## config.mk

```make
export PLATFORM = sky130hd
export DESIGN_NAME = tlul_mtimer_flat
export DESIGN_NICKNAME = d
export VERILOG_FILES = /design/src/rtl/tlul_mtimer_if.sv /design/src/rtl/tlul_mtimer.sv /design/src/flat_wrapper.sv
export SDC_FILE = /design/constraint.sdc
export NUM_CORES = 1
export LEC_CHECK = 0
export CAP_MARGIN = 20
export CORE_MARGIN = 3
export CORE_UTILIZATION = 48
export DETAILED_ROUTE_END_ITERATION = 16
export GPL_TIMING_DRIVEN = 0
export PLACE_DENSITY = 0.69
export SLEW_MARGIN = 10
export SYNTH_ARGS = -nofsm -noshare
export SYNTH_HDL_FRONTEND = slang
export SYNTH_SLANG_ARGS = --single-unit
```

## constraint.sdc

```tcl
create_clock -name clk_i -period 2.9 [get_ports clk_i]
set_input_delay 0.58 -clock clk_i [delete_from_list [all_inputs] [get_ports clk_i]]
set_output_delay 0.58 -clock clk_i [all_outputs]
set_load 0.01 [all_outputs]
```

## src/rtl/tlul_mtimer_if.sv

```systemverilog
// tlul_mtimer_if: TL-UL A/D channel bundle between a host and the mtimer device
interface tlul_mtimer_if;
  logic        a_valid;
  logic [2:0]  a_opcode;
  logic [1:0]  a_size;
  logic [7:0]  a_source;
  logic [31:0] a_address;
  logic [3:0]  a_mask;
  logic [31:0] a_data;
  logic        a_ready;
  logic        d_valid;
  logic [2:0]  d_opcode;
  logic [2:0]  d_param;
  logic [1:0]  d_size;
  logic [7:0]  d_source;
  logic        d_sink;
  logic [31:0] d_data;
  logic [6:0]  d_user;
  logic        d_error;
  logic        d_ready;
  modport master (
    output a_valid, a_opcode, a_size, a_source, a_address, a_mask, a_data, d_ready,
    input  a_ready, d_valid, d_opcode, d_param, d_size, d_source, d_sink, d_data, d_user, d_error
  );
  modport slave (
    input  a_valid, a_opcode, a_size, a_source, a_address, a_mask, a_data, d_ready,
    output a_ready, d_valid, d_opcode, d_param, d_size, d_source, d_sink, d_data, d_user, d_error
  );
endinterface

```

## src/rtl/tlul_mtimer.sv

```systemverilog
// tlul_mtimer: TL-UL register slave with prescaled 64-bit mtime/mtimecmp and level timer interrupt
module tlul_mtimer #(
  parameter int PrescaleW = 12,
  parameter int OffsetW   = 5
) (
  input  logic          clk_i,
  input  logic          rst_ni,
  tlul_mtimer_if.slave  tl,
  output logic          intr_timer_o
);
  localparam logic [2:0] PutFull = 3'd0, PutPartial = 3'd1, Get = 3'd4;
  localparam logic [2:0] AccessAck = 3'd0, AccessAckData = 3'd1;
  logic                 en, intr_state, intr_enable, rsp_pending;
  logic [PrescaleW-1:0] prescale, pscnt;
  logic [63:0]          mtime, mtimecmp, mtime_inc;
  logic [2:0]           d_opcode_q;
  logic [1:0]           d_size_q;
  logic [7:0]           d_source_q;
  logic [31:0]          d_data_q, rdata;
  logic                 d_error_q;
  logic [OffsetW-1:0]   off;
  logic                 req, is_get, is_put, err, tick;
  logic [7:0]           wsel;
  assign off       = tl.a_address[OffsetW-1:0];
  assign req       = tl.a_valid & tl.a_ready;
  assign is_get    = tl.a_opcode == Get;
  assign is_put    = tl.a_opcode == PutFull || tl.a_opcode == PutPartial;
  // the xbar routes on bits above the 4 KiB device window, so only [11:0] is decoded
  assign err       = tl.a_address[11:0] >= 12'h20 || off[1:0] != 2'b00 ||
                     (is_put && tl.a_mask != 4'hF) || !(is_get || is_put);
  assign wsel      = (req && is_put && !err) ? 8'b1 << off[4:2] : 8'b0;
  assign tick      = en && pscnt == prescale;
  assign mtime_inc = mtime + 64'(tick);
  always_comb begin
    rdata = '0;
    case (off[4:2])
      3'd0: rdata = {31'b0, en};
      3'd1: rdata = 32'(prescale);
      3'd2: rdata = mtime[31:0];
      3'd3: rdata = mtime[63:32];
      3'd4: rdata = mtimecmp[31:0];
      3'd5: rdata = mtimecmp[63:32];
      3'd6: rdata = {31'b0, intr_state};
      3'd7: rdata = {31'b0, intr_enable};
      default: rdata = '0;
    endcase
  end
  always_ff @(posedge clk_i or negedge rst_ni) begin
    if (!rst_ni) begin
      en          <= 1'b0;
      prescale    <= '0;
      pscnt       <= '0;
      mtime       <= '0;
      mtimecmp    <= '1;
      intr_state  <= 1'b0;
      intr_enable <= 1'b0;
      rsp_pending <= 1'b0;
      d_opcode_q  <= '0;
      d_size_q    <= '0;
      d_source_q  <= '0;
      d_data_q    <= '0;
      d_error_q   <= 1'b0;
    end else begin
      if (wsel[0]) en <= tl.a_data[0];
      if (wsel[1]) prescale <= tl.a_data[PrescaleW-1:0];
      if (en) pscnt <= tick ? '0 : pscnt + PrescaleW'(1);
      // a software write replaces only its half; the other half keeps the tick and carry
      mtime <= {wsel[3] ? tl.a_data : mtime_inc[63:32], wsel[2] ? tl.a_data : mtime_inc[31:0]};
      if (wsel[4]) mtimecmp[31:0] <= tl.a_data;
      if (wsel[5]) mtimecmp[63:32] <= tl.a_data;
      intr_state <= (mtime >= mtimecmp) | (intr_state & ~(wsel[6] & tl.a_data[0]));
      if (wsel[7]) intr_enable <= tl.a_data[0];
      if (req) begin
        rsp_pending <= 1'b1;
        d_opcode_q  <= is_get ? AccessAckData : AccessAck;
        d_size_q    <= tl.a_size;
        d_source_q  <= tl.a_source;
        d_data_q    <= (is_get && !err) ? rdata : '0;
        d_error_q   <= err;
      end else if (rsp_pending && tl.d_ready) begin
        rsp_pending <= 1'b0;
      end
    end
  end
  assign tl.a_ready   = !rsp_pending;
  assign tl.d_valid   = rsp_pending;
  assign tl.d_opcode  = d_opcode_q;
  assign tl.d_param   = '0;
  assign tl.d_size    = d_size_q;
  assign tl.d_source  = d_source_q;
  assign tl.d_sink    = 1'b0;
  assign tl.d_data    = d_data_q;
  assign tl.d_user    = '0;
  assign tl.d_error   = d_error_q;
  assign intr_timer_o = intr_state & intr_enable;
endmodule

```

## src/flat_wrapper.sv

```systemverilog
// flat-port wrapper written by rule: the top's interface ports become plain ports
module tlul_mtimer_flat 
#(
  parameter int PrescaleW = 12,
  parameter int OffsetW   = 5
)
  (clk_i, rst_ni, intr_timer_o, tl_a_valid, tl_a_opcode, tl_a_size, tl_a_source, tl_a_address, tl_a_mask, tl_a_data, tl_d_ready, tl_a_ready, tl_d_valid, tl_d_opcode, tl_d_param, tl_d_size, tl_d_source, tl_d_sink, tl_d_data, tl_d_user, tl_d_error);
  tlul_mtimer_if tl_i ();
  input  logic clk_i;
  input  logic rst_ni;
  output logic intr_timer_o;
  input wire logic [$bits(tl_i.a_valid)-1:0] tl_a_valid;
  input wire logic [$bits(tl_i.a_opcode)-1:0] tl_a_opcode;
  input wire logic [$bits(tl_i.a_size)-1:0] tl_a_size;
  input wire logic [$bits(tl_i.a_source)-1:0] tl_a_source;
  input wire logic [$bits(tl_i.a_address)-1:0] tl_a_address;
  input wire logic [$bits(tl_i.a_mask)-1:0] tl_a_mask;
  input wire logic [$bits(tl_i.a_data)-1:0] tl_a_data;
  input wire logic [$bits(tl_i.d_ready)-1:0] tl_d_ready;
  output wire logic [$bits(tl_i.a_ready)-1:0] tl_a_ready;
  output wire logic [$bits(tl_i.d_valid)-1:0] tl_d_valid;
  output wire logic [$bits(tl_i.d_opcode)-1:0] tl_d_opcode;
  output wire logic [$bits(tl_i.d_param)-1:0] tl_d_param;
  output wire logic [$bits(tl_i.d_size)-1:0] tl_d_size;
  output wire logic [$bits(tl_i.d_source)-1:0] tl_d_source;
  output wire logic [$bits(tl_i.d_sink)-1:0] tl_d_sink;
  output wire logic [$bits(tl_i.d_data)-1:0] tl_d_data;
  output wire logic [$bits(tl_i.d_user)-1:0] tl_d_user;
  output wire logic [$bits(tl_i.d_error)-1:0] tl_d_error;
  assign tl_i.a_valid = tl_a_valid;
  assign tl_i.a_opcode = tl_a_opcode;
  assign tl_i.a_size = tl_a_size;
  assign tl_i.a_source = tl_a_source;
  assign tl_i.a_address = tl_a_address;
  assign tl_i.a_mask = tl_a_mask;
  assign tl_i.a_data = tl_a_data;
  assign tl_i.d_ready = tl_d_ready;
  assign tl_a_ready = tl_i.a_ready;
  assign tl_d_valid = tl_i.d_valid;
  assign tl_d_opcode = tl_i.d_opcode;
  assign tl_d_param = tl_i.d_param;
  assign tl_d_size = tl_i.d_size;
  assign tl_d_source = tl_i.d_source;
  assign tl_d_sink = tl_i.d_sink;
  assign tl_d_data = tl_i.d_data;
  assign tl_d_user = tl_i.d_user;
  assign tl_d_error = tl_i.d_error;
  tlul_mtimer #(.PrescaleW(PrescaleW), .OffsetW(OffsetW)) u_core (.clk_i(clk_i), .rst_ni(rst_ni), .tl(tl_i), .intr_timer_o(intr_timer_o));
endmodule
```

## Word-level counts from Yosys, hierarchy flattened

Cells that the tools add are included.

- Flip-flop bits (word level): 202
- Logic and storage cells: 63

- Add/subtract/negate cells: 2
- Magnitude comparators: 2
- Equality and inequality tests: 11
- Shift-type cells: 1
- Muxes and demuxes: 9
- Bitwise logic cells: 6
- Reduce and logical (&&, ||, !) cells: 18

Operators by type and width:

| cell | count |
|---|---|
| $pmux W32 S8 | 1 |
| $mux W32 | 3 |
| $add A64 B1 Y64 | 1 |
| $ge A64 B64 Y1 | 1 |
| $eq A3 B3 Y1 const B | 5 |
| $add A12 B1 Y12 const B | 1 |
| $eq A12 B12 Y1 | 1 |
| $ge A12 B6 Y1 const B | 1 |
| $mux W12 | 1 |
| $mux W8 | 1 |
| $shl A1 B3 Y8 const A | 1 |
| $eq A3 B1 Y1 const B | 2 |
| $eq A3 B2 Y1 const B | 2 |
| $logic_and A1 B1 Y1 | 6 |
| $logic_not A3 Y1 | 2 |
| $logic_or A1 B1 Y1 | 5 |
| $and A1 B1 Y1 | 4 |
| $ne A4 B4 Y1 const B | 1 |
| $reduce_bool A2 Y1 | 2 |
| $logic_not A1 Y1 | 3 |
| $mux W1 | 3 |
| $not A1 Y1 | 1 |
| $or A1 B1 Y1 | 1 |

## Longest topological paths before layout

- Depth after elaboration: 12
- Mapped depth: 14
- Depth with buffers taken out: 11

## Worst setup path before layout

No wires, ideal clock.

- Kind: register to register
- Start: register u_core.pscnt[9]
- End: register u_core.mtime[48]
- Setup time: 83 ps
- Data arrival time: 3046 ps
- Data required time: 2817 ps
- Path slack: -229 ps
- Cell stages (with the launch flop): 15
- Path buffers: 3
- Clock period less this slack: 3129 ps
- Path through: dfrtp_1 xor2_1 nor4_1 nand3_1 nor3_1 clkbuf_1 ha_1 ha_1 and3_1 clkbuf_1 and4_2 buf_4 nand4_1 xor2_1 o21ai_0

- Cells in the longest elaborated chain, start to end: 4

RTL lines:

| element | line | text |
|---|---|---|
| start, declared | tlul_mtimer.sv:14 | `logic [PrescaleW-1:0] prescale, pscnt;` |
| start signal, assigned | tlul_mtimer.sv:66 | `if (en) pscnt <= tick ? '0 : pscnt + PrescaleW'(1);` |
| $eq A12 B12 Y1 | tlul_mtimer.sv:32 | `assign tick = en && pscnt == prescale;` |
| $logic_and A1 B1 Y1 | tlul_mtimer.sv:32 |  |
| $add A64 B1 Y64 | tlul_mtimer.sv:33 | `assign mtime_inc = mtime + 64'(tick);` |
| $mux W32 | tlul_mtimer.sv:68 | `mtime <= {wsel[3] ? tl.a_data : mtime_inc[63:32], wsel[2] ? tl.a_data : mtime_inc[31:0]};` |
| end signal, assigned | tlul_mtimer.sv:68 |  |
| end, declared | tlul_mtimer.sv:15 | `logic [63:0] mtime, mtimecmp, mtime_inc;` |

Every way passes these cells.
A chain may end at the register's enable or synchronous reset.

## Worst setup path in the final report

- Start: register u_core.prescale[5]
- End: register u_core.mtime[63]

- Cells in the longest elaborated chain, start to end: 4

RTL lines:

| element | line | text |
|---|---|---|
| start, declared | tlul_mtimer.sv:14 |  |
| start signal, assigned | tlul_mtimer.sv:65 | `if (wsel[1]) prescale <= tl.a_data[PrescaleW-1:0];` |
| $eq A12 B12 Y1 | tlul_mtimer.sv:32 |  |
| $logic_and A1 B1 Y1 | tlul_mtimer.sv:32 |  |
| $add A64 B1 Y64 | tlul_mtimer.sv:33 |  |
| $mux W32 | tlul_mtimer.sv:68 |  |

Every way passes these cells.

==> metrics.txt <==
buffers and inverters on the worst path 2; area share of and/or/nand/nor cells after synthesis between 10% and 20%; CTS Buf Count 17; share of Yosys cell area claimed by the top area cell type 28.94%; layout filler cell count 2003; H-tree levels 4; Warnings, synthesis 0; Avg Cell Area, Syn 10.08 um^2; Clk Tree Root Cell clkbuf_16; Reg2Reg Setup Slack about 0.028 ns; PD cells ~410 nW/um^2; mux cell area share after synthesis 13.03%; compound-cell area share of the yosys netlist around 11%; clock latency on the worst-skew pair between 0.4 and 0.5 ns; overall overflow remaining after global route 0; ANT nets after route 0; Crit-path slowest cell dfrtp_1; arrival time at the worst endpoint between 3 and 4 ns; largest fanout of any net on the critical path 5; register clock-pin slew on the reported worst setup and hold paths 0.08 ns; Critical Path Stages 13; total clock sinks 200; met1 routing resource usage after global routing 36.95%; initial core utilization around 50%; startpoint types flip-flop; Sum Neg Setup Slack 0 ns; critical path endpoint category flip-flop; Required @ worst endpoint 3.23 ns; Row Count between 50 and 60; result of the run finished, final reports clean; Largest delay share family, worst path simple AND/OR/NAND/NOR gates; largest family of logic cells by synthesized area simple AND/OR/NAND/NOR gates; Tightest Pin Transition between 1 and 1.5 ns; hold buffers post-CTS 0; Worst Clk Skew 0.01213 ns; Top FF cell, synth dfrtp_1; pin count of the biggest net entering global routing between 100 and 150; maximum ir drop on the vdd rail roughly 0.28 mV; share of the synthesized netlist area taken by xor and xnor gates under 10%; Tot GR Track Use 26.20%; die area roughly 26000 um^2; Final Net Count 1482; layer carrying the most global-route usage met2; total inserted antenna cells 0; library cell occupying the most area in the post-synthesis netlist dfrtp_1; routability congestion estimate around 0.9; die extent in y approximately 160 um; final max-slew violation count 0; worst reg-to-reg path cell count 13; clock tree from TritonCTS built; proportion of synthesized chip area in sequential cells a little over two fifths; number of synthesized flops with an enable pin 0; post-route DRC violation count 0; initial antenna violation count 0; post-synthesis cell count between 1000 and 1500; via count 9670; top-level I/O count between 100 and 150; Max clock buf depth 2; min-delay worst type input port to async pin; setup violators final 0; synthesis-to-finish area growth 21.23%; post-synthesis adder-cell area fraction 7.234%; largest cells by area after synthesis dfrtp_1, dfstp_2, mux2_2; max incr delay on CP around 0.42 ns; shortest period the worst path allows approximately 2.9 ns; share of post-route cells with drive strength above 1 a little over a fifth; area of the mapped netlist around 12000 um^2; Max transition margin 28.61%; floorplan die width around 160 um; Pre-antenna DRT Iters 5; Floorplan Core Area between 20000 and 25000 um^2; met3 GRT Util under 10%; ordered list of cells on the worst path xor2_1 -> nor4_2 -> nand3_1 -> nor3_4 -> clkbuf_8 -> ha_2 -> nand3_2 -> nor2_2 -> and4_2 -> buf_8 -> nand4_1 -> xnor2_1 -> mux2_2; Tcrit/Tclk final approximately 100%; number of hold violations in the final report 0; total wire length after detailed routing roughly 34000 um; post-synthesis async set-or-reset flop share 100.0%; flops & latches, synth 200; Min Hold Slack ~0.14 ns; total half-perimeter wirelength after legalization and detailed placement 25070 um; critical setup path kind flip-flop to flip-flop; count of max-cap constraint violations 0; leakage power summed over all cells 0.005816 uW; iteration-0 DRC count of the detailed router between 900 and 1000; RSZ-0062 raised after global routing yes; global-route track usage on met2 40.87%; maximum achievable frequency 348.1 MHz; Vias/cell between 5 and 6; wire length per cell 20.77 um; via count of the first global-routing pass 9658; distinct cell type count after synthesis 58; global-route wire length before repair 53840 um; total of buffers placed on input and output ports between 100 and 150
==> per-stage QoR <==
step	setup WS, ns	total power, uW	util [%]	instance area, um^2	instances
after floorplan	0.08586	3074	-	11820	1179
after global placement	-7.276	3389	56.11	13330	1609
after detailed placement	-0.6703	3400	56.24	13360	1610
after CTS	-0.04154	5882	59.67	14170	1655
after global routing	-0.1469	6036	60.03	14260	1661
final	0.02763	5860	60.03	14260	1661
==> path summary, 6_finish.rpt <==
path | from | endpoint
max | u_core.prescale[5] | u_core.mtime[63]
min | rst_ni | u_core.tl.d_data[7]
max reg2reg | u_core.prescale[5] | u_core.mtime[63]
min reg2reg | u_core.tl.d_data[14] | u_core.tl.d_data[14]
max in group asynchronous | rst_ni | u_core.mtimecmp[61]
min in group clk_i | u_core.tl.d_data[14] | u_core.tl.d_data[14]
==> registers in the layout, indices dropped and copies added, names as in the netlist <==
signal              cells
u_core.tl.d_opcode      1
u_core.tl.d_data       32
u_core.tl.d_size        2
u_core.tl.d_source      8
u_core.mtimecmp        64
u_core.tl.d_error       1
u_core.intr_enable      1
u_core.en               1
u_core.tl.d_valid       1
u_core.prescale        12
u_core.pscnt           12
u_core.mtime           64
u_core.intr_state       1
==> synth_stat cells (40+ instances only) <==
master and instances:
nand2_1 106, inv_1 75, nor2_1 66, nand3_1 40
dfrtp_1 136, ha_1 68, xor2_1 51, a21oi_1 65
mux2_2 105, dfstp_2 64, o21ai_0 64
==> repair_timing <==
action                     in CTS  in global routing
resized for setup              27                 19
buffers inserted               14                  7
pin swaps                       5                  7
gates cloned                    0                  0
setup endpoints to repair      55                 56
==> layout by cell type, fill, tap and decap left out, drive strengths merged, types with 64 or more instances in the layout <==
cell	n
dfrtp	136
clkdlybuf4s50	110
nand2	106
mux2	105
inv	82
o21ai	69
ha	68
nor2	68
a21oi	65
dfstp	64
==> layer usage <==
layer	wire length (um)	share of wire [%]
met4	889	2.6
met3	2576	7.5
met2	15420	45
met5	0	0
met1	15610	45
==> power breakdown <==
| part | internal [uW] | switching, uW | leakage, uW |
|---|---|---|---|
| clock network | 1310 | 1200 | 0.000292 |
| logic | 231 | 270 | 0.00331 |
| registers | 2830 | 20.0 | 0.00221 |
==> kinds of logic (layout without fill, tap and decap cells) <==
| kind of cell | count (synthesis) | after routing |
|---|---|---|
| adder cells (fa/ha/maj) | 68 | 68 |
| multiplexers | 140 | 140 |
| other | 1 | 13 |
| flip-flops | 200 | 200 |
| AND/OR/NAND/NOR | 319 | 319 |
| buffers and inverters | 141 | 304 |
| XOR/XNOR | 82 | 82 |
| AO/OA/AOI/OAI | 216 | 216 |
==> area by class of cell <==
class / count / area [um^2] / area share, %
timing repair buffer: 133 / 1309 / 9.179
clock buffer: 17 / 425.4 / 2.983
sequential: 200 / 5085 / 35.66
tap: 319 / 399.1 / 2.799
buffer: 64 / 364.1 / 2.554
clock inverter: 15 / 183.9 / 1.290
multi-input combinational: 838 / 6211 / 43.56
inverter: 75 / 281.5 / 1.974
==> worst reg2reg max path: stages (launching register included) <==
cell and delay, ns:
dfrtp_1 0.42, xor2_1 0.18, nor4_2 0.31, nand3_1 0.16
nor3_4 0.19, clkbuf_8 0.18, ha_2 0.20, nand3_2 0.09
nor2_2 0.12, and4_2 0.25, buf_8 0.13, nand4_1 0.12
xnor2_1 0.17, mux2_2 0.25
No activity file was read; power rests on OpenSTA's default activity.
